### src/rtl/reg_writeback.sv
// Register-file writeback arbiter: ALU results win by default, load results wait in a FIFO,
// and a starvation counter forces a DRAIN phase that stalls the ALU until the queue is empty.
module reg_writeback #(
  parameter int unsigned DEPTH      = 4,
  parameter int unsigned STARVE_LIM = 8
) (
  input  logic        clock,
  input  logic        reset,
  input  logic        alu_valid,
  input  logic [3:0]  alu_dsel,
  input  logic [31:0] alu_data,
  output logic        alu_stall,
  input  logic        ld_valid,
  output logic        ld_ready,
  input  logic [3:0]  ld_dsel,
  input  logic [31:0] ld_data,
  output logic        WE,
  output logic [3:0]  Dsel,
  output logic [31:0] DIN,
  output logic [15:0] pend_mask
);

  localparam int unsigned AW = (DEPTH > 1) ? $clog2(DEPTH) : 1;
  localparam int unsigned CW = AW + 1;
  localparam int unsigned SW = 4;
  localparam int unsigned DW = 32;
  localparam int unsigned TW = 8;

  typedef enum logic {NORMAL = 1'b0, DRAIN = 1'b1} state_t;

  state_t          state_q, state_d;
  logic [TW-1:0]   starve_q, starve_d;
  logic [CW-1:0]   count_q, count_d;
  logic [AW-1:0]   head_q, head_d, tail_q, tail_d;
  logic [DEPTH-1:0] vld_q, vld_d;
  logic [SW-1:0]   ent_dsel_q [DEPTH];
  logic [SW-1:0]   ent_dsel_d [DEPTH];
  logic [DW-1:0]   ent_data_q [DEPTH];
  logic [DW-1:0]   ent_data_d [DEPTH];
  logic            we_q, we_d;
  logic [SW-1:0]   dsel_q, dsel_d;
  logic [DW-1:0]   din_q, din_d;
  logic            stall_q, stall_d;
  logic            push, pop;

  // Acceptance depends only on registered state; a same-cycle pop gives no credit.
  assign ld_ready  = (state_q == NORMAL) && (count_q < CW'(DEPTH));
  assign alu_stall = stall_q;
  assign WE        = we_q;
  assign Dsel      = dsel_q;
  assign DIN       = din_q;

  always_comb begin
    pend_mask = '0;
    for (int i = 0; i < DEPTH; i++) begin
      if (vld_q[i]) pend_mask[ent_dsel_q[i]] = 1'b1;
    end
  end

  // Selection, queue update and starvation/state control.
  always_comb begin
    state_d    = state_q;
    starve_d   = starve_q;
    count_d    = count_q;
    head_d     = head_q;
    tail_d     = tail_q;
    vld_d      = vld_q;
    ent_dsel_d = ent_dsel_q;
    ent_data_d = ent_data_q;
    we_d       = 1'b0;
    dsel_d     = dsel_q;
    din_d      = din_q;
    pop        = 1'b0;
    push       = ld_valid && ld_ready;

    case (state_q)
      NORMAL: begin
        if (alu_valid) begin
          we_d   = 1'b1;
          dsel_d = alu_dsel;
          din_d  = alu_data;
          if (count_q != '0) begin
            starve_d = starve_q + TW'(1);
            if (starve_d == TW'(STARVE_LIM)) begin
              state_d  = DRAIN;
              starve_d = '0;
            end
          end else begin
            starve_d = '0;
          end
        end else begin
          starve_d = '0;
          pop      = (count_q != '0);
        end
      end
      DRAIN: begin
        pop = (count_q != '0);
        if (count_q <= CW'(1)) state_d = NORMAL;
      end
      default: state_d = NORMAL;
    endcase

    if (pop) begin
      we_d          = 1'b1;
      dsel_d        = ent_dsel_q[head_q];
      din_d         = ent_data_q[head_q];
      vld_d[head_q] = 1'b0;
      head_d        = head_q + AW'(1);
    end
    if (push) begin
      ent_dsel_d[tail_q] = ld_dsel;
      ent_data_d[tail_q] = ld_data;
      vld_d[tail_q]      = 1'b1;
      tail_d             = tail_q + AW'(1);
    end
    count_d = count_q + CW'(push) - CW'(pop);
    stall_d = (state_d == DRAIN);
  end

  always_ff @(posedge clock) begin
    if (reset) begin
      state_q  <= NORMAL;
      starve_q <= '0;
      count_q  <= '0;
      head_q   <= '0;
      tail_q   <= '0;
      vld_q    <= '0;
      we_q     <= 1'b0;
      dsel_q   <= '0;
      din_q    <= '0;
      stall_q  <= 1'b0;
    end else begin
      state_q  <= state_d;
      starve_q <= starve_d;
      count_q  <= count_d;
      head_q   <= head_d;
      tail_q   <= tail_d;
      vld_q    <= vld_d;
      we_q     <= we_d;
      dsel_q   <= dsel_d;
      din_q    <= din_d;
      stall_q  <= stall_d;
    end
  end

  // Payload storage needs no reset; validity is tracked by vld_q.
  always_ff @(posedge clock) begin
    ent_dsel_q <= ent_dsel_d;
    ent_data_q <= ent_data_d;
  end

endmodule

### config.mk
export PLATFORM = sky130hd
export DESIGN_NAME = reg_writeback
export DESIGN_NICKNAME = d
export VERILOG_FILES = /design/src/rtl/reg_writeback.sv
export SDC_FILE = /design/constraint.sdc
export NUM_CORES = 1
export LEC_CHECK = 0
export CAP_MARGIN = 20
export CORE_ASPECT_RATIO = 1.4
export CORE_MARGIN = 2
export CORE_UTILIZATION = 30
export CTS_BUF_LIST = sky130_fd_sc_hd__clkbuf_8
export DETAILED_ROUTE_END_ITERATION = 10
export GPL_TIMING_DRIVEN = 0
export SETUP_SLACK_MARGIN = 0.3
export SYNTH_ARGS = -nofsm -noshare
export SYNTH_HDL_FRONTEND = slang
export SYNTH_SLANG_ARGS = --single-unit
### constraint.sdc
create_clock -name clock -period 6.2 [get_ports clock]
set_clock_uncertainty 0.2 [all_clocks]
set_input_delay 1.24 -clock clock [delete_from_list [all_inputs] [get_ports clock]]
set_output_delay 1.24 -clock clock [all_outputs]
set_load 0.005 [all_outputs]
==> flow_summary_export.csv <==
group,metric,value,unit
die,start_util,0.306,
clock_network,cts_root_buf,"clkbuf_8",
worst_hold_path,hold_class,"reg2reg",
critical_path,crit_required,4760,ps
clock_network,cts_buffers,34,
die,die_w,146,µm
yosys,postSynthAreaPerCell,14.1,µm²
yosys,yosys_warnings,0,
route,dr_wl_met2,11.6,mm
route,antenna_left,0,
yosys,synth_compound_area_frac,0.0879,
run,cap_violations,0,
timing,clock.fmax,257,MHz
grt,globalRouteOverflowTotal,0,
clock_network,clkSlewWorstSetupHoldPaths,60,ps
cells_and_area,final_core_util,0.396,
clock_network,clock_sinks,201,
clock_network,ctsResizeCount,0,
critical_path,arrival,2440,ps
timing,holdWs,279,ps
grt,grt_pass1_vias,6018,
route,post-route-drc-count,0,
place,portBuffers,129,
cells_and_area,antennaDiodeCount,0,
die,core-area,0.0277,mm²
clock_network,post_cts_buffers,0,
timing,fin_setup_tns,0,ps
critical_path,worstSetupEndpointType,"primary output",
yosys,synthAdderAreaFrac,0.0201,
yosys,synth_nets,689,
critical_path,crit_path_start,"ent_dsel_q[4]",
route,wl_met3,935,µm
status,outcome,"finished clean",
yosys,ys.flop_type,"edfxtp_1",
place,hpwl,15.0,mm
clock_network,cts-hold-fix-buffers,0,
power_and_ir_drop,p_per_area,348,mW/mm²
route,drt-met1-wl,8.48,mm
yosys,synth_mux_area_frac,0.0999,
power_and_ir_drop,total_power,3.81,mW
critical_path,r2r_start,"alu_stall",
yosys,synth.distinct_cells,56,
yosys,synth_seq_cells,201,
timing,finalCritPeriodShare,0.626,
route,num_vias,5683,
place,postPlaceCellArea,0.0103,mm²
yosys,syn-cell-area,0.00846,mm²
grt,grt_max_degree,22,
route,drtPass1Iterations,4,
worst_hold_path,min_from,"Dsel[2]",
clock_network,cts.path.max_buffers,3,
power_and_ir_drop,peakVddDrop,0.000151,V
place,gp_routability_congestion,0.833,
route,drt_iter0_drc,256,
yosys,synthCells,600,
timing,slew_headroom,0.506,
yosys,async_flop_share,0,
place,dp.cells,1103,
yosys,seq_area_frac_synth,0.646,
cells_and_area,syn_to_final_growth,29.4,%
power_and_ir_drop,leakage,3.70,nW
die,core.rowCount,72,
route,top_layer,"met4",
critical_path,cp_max_fo,9,
die,die_h,203,µm
critical_path,setup.worst_path.start_class,"flip-flop",
timing,rsz0062_at_grt,"no",
grt,grt_usage,0.145,
route,wl_per_cell,18.6,µm
grt,antenna_found_initial,0,
die,io_pins,131,
clock_network,htreeDepth,2,
yosys,synthXorXnorAreaFrac,0.00414,
clock_network,clkLatencyLatePin,510,ps
timing,drv_slew,0,
yosys,synth-edff-count,144,
cells_and_area,drive_above_1_share,0.141,
yosys,synth-simple-area-share,0.114,
die,die-area,0.0296,mm²
timing,max_slew.worst_pin.slew,739,ps
place,place_ws,2720,ps
critical_path,criticalPathCategory,"reg2out",
timing,finalSetupViolCount,0,
route,drt_wl_total,21.6,mm
grt,grt_pass1_wl,33.3,mm
cells_and_area,layout.nets,858,
cells_and_area,final_cells,1164,
timing,hold_viol_final,0,
route,via_per_inst,4.88,
timing,setup_ws,2320,ps
clock_network,cts_tree,"yes",
yosys,synth_top_family_by_area,"simple AND/OR/NAND/NOR gates",
timing,finalCriticalPeriod,3880,ps
cells_and_area,stdcell_area,0.0109,mm²
placed cells by master (no fill, tap or decap), drive strengths merged, types with 3 or more instances in the layout:
master           n
edfxtp         144
clkdlybuf4s50  129
nand2           92
nor2            64
dfxtp           57
clkbuf          49
a311oi          36
mux4            36
buf             26
inv             25
a21oi           13
ha              12
and3            10
a221o            9
o21ai            9
nor2b            8
a32oi            7
nand3            6
o22ai            6
nand2b           5
nand3b           5
clkinv           5
nor3             4
o221ai           3
o32ai            3
xnor2            3
or3              3
kinds of logic after synthesis:
group           Yosys count
simple gates            210
xor+xnor                  4
flops                   201
mux                      36
compound gates           95
buf+inv                  41
fa+ha+maj                13
registers in the layout, summed over array words and instances, names as in the netlist:
name and flops:
count_q 3, Dsel 4, WE 1, ent_dsel_q 16, tail_q 2, alu_stall 1, ent_data_q 128, head_q 2
vld_q 4, starve_q 8, DIN 32
metal layers:
metal | track usage | vias up
met5 | 0 | -
met4 | 0.0574 | 0
met3 | 0.0274 | 44
met2 | 0.271 | 143
met1 | 0.163 | 2816
li1 | - | 2680
worst max-delay path: stages (launching register included):
cell             delay (ps)
edfxtp_1                500
or3b_2                  540
o32ai_1                 250
a221o_1                 150
clkdlybuf4s50_1         510
layout make-up:
class | count | area [µm²]
clock buffers | 40 | 551
multi-input cells | 358 | 2760
repair buffers | 133 | 1380
clock inverters | 21 | 86.3
fillers | 2647 | 16700
inverters | 10 | 37.5
plain buffers | 31 | 196
well taps | 370 | 463
flip-flops and latches | 201 | 5470
Yosys cell counts (9+ instances only):
library cell,count,area share
ha_1,12,0.018
inv_1,10,0.0044
buf_2,11,0.0065
nand2_1,91,0.040
mux4_1,9,0.028
edfxtp_1,144,0.51
mux4_2,27,0.072
a21oi_1,13,0.0077
nor2_1,63,0.028
and3_1,10,0.0074
a221o_1,9,0.011
dfxtp_1,57,0.13
a311oi_1,36,0.037
final timing paths:
kind,end,slack (ps),depth (start not counted)
max,pend_mask[0],2320,4
min,Dsel[2],280,2
max reg2reg,count_q[2],3720,9
min reg2reg,Dsel[2],280,2
where the power goes:
group | total (mW) | switching (mW) | internal, mW
Clock | 1.09 | 0.503 | 0.586
Combinational | 1.04 | 0.541 | 0.494
Sequential | 1.69 | 0.0808 | 1.61
Total | 3.81 | 1.12 | 2.69
(Power assumes the default switching activity.)
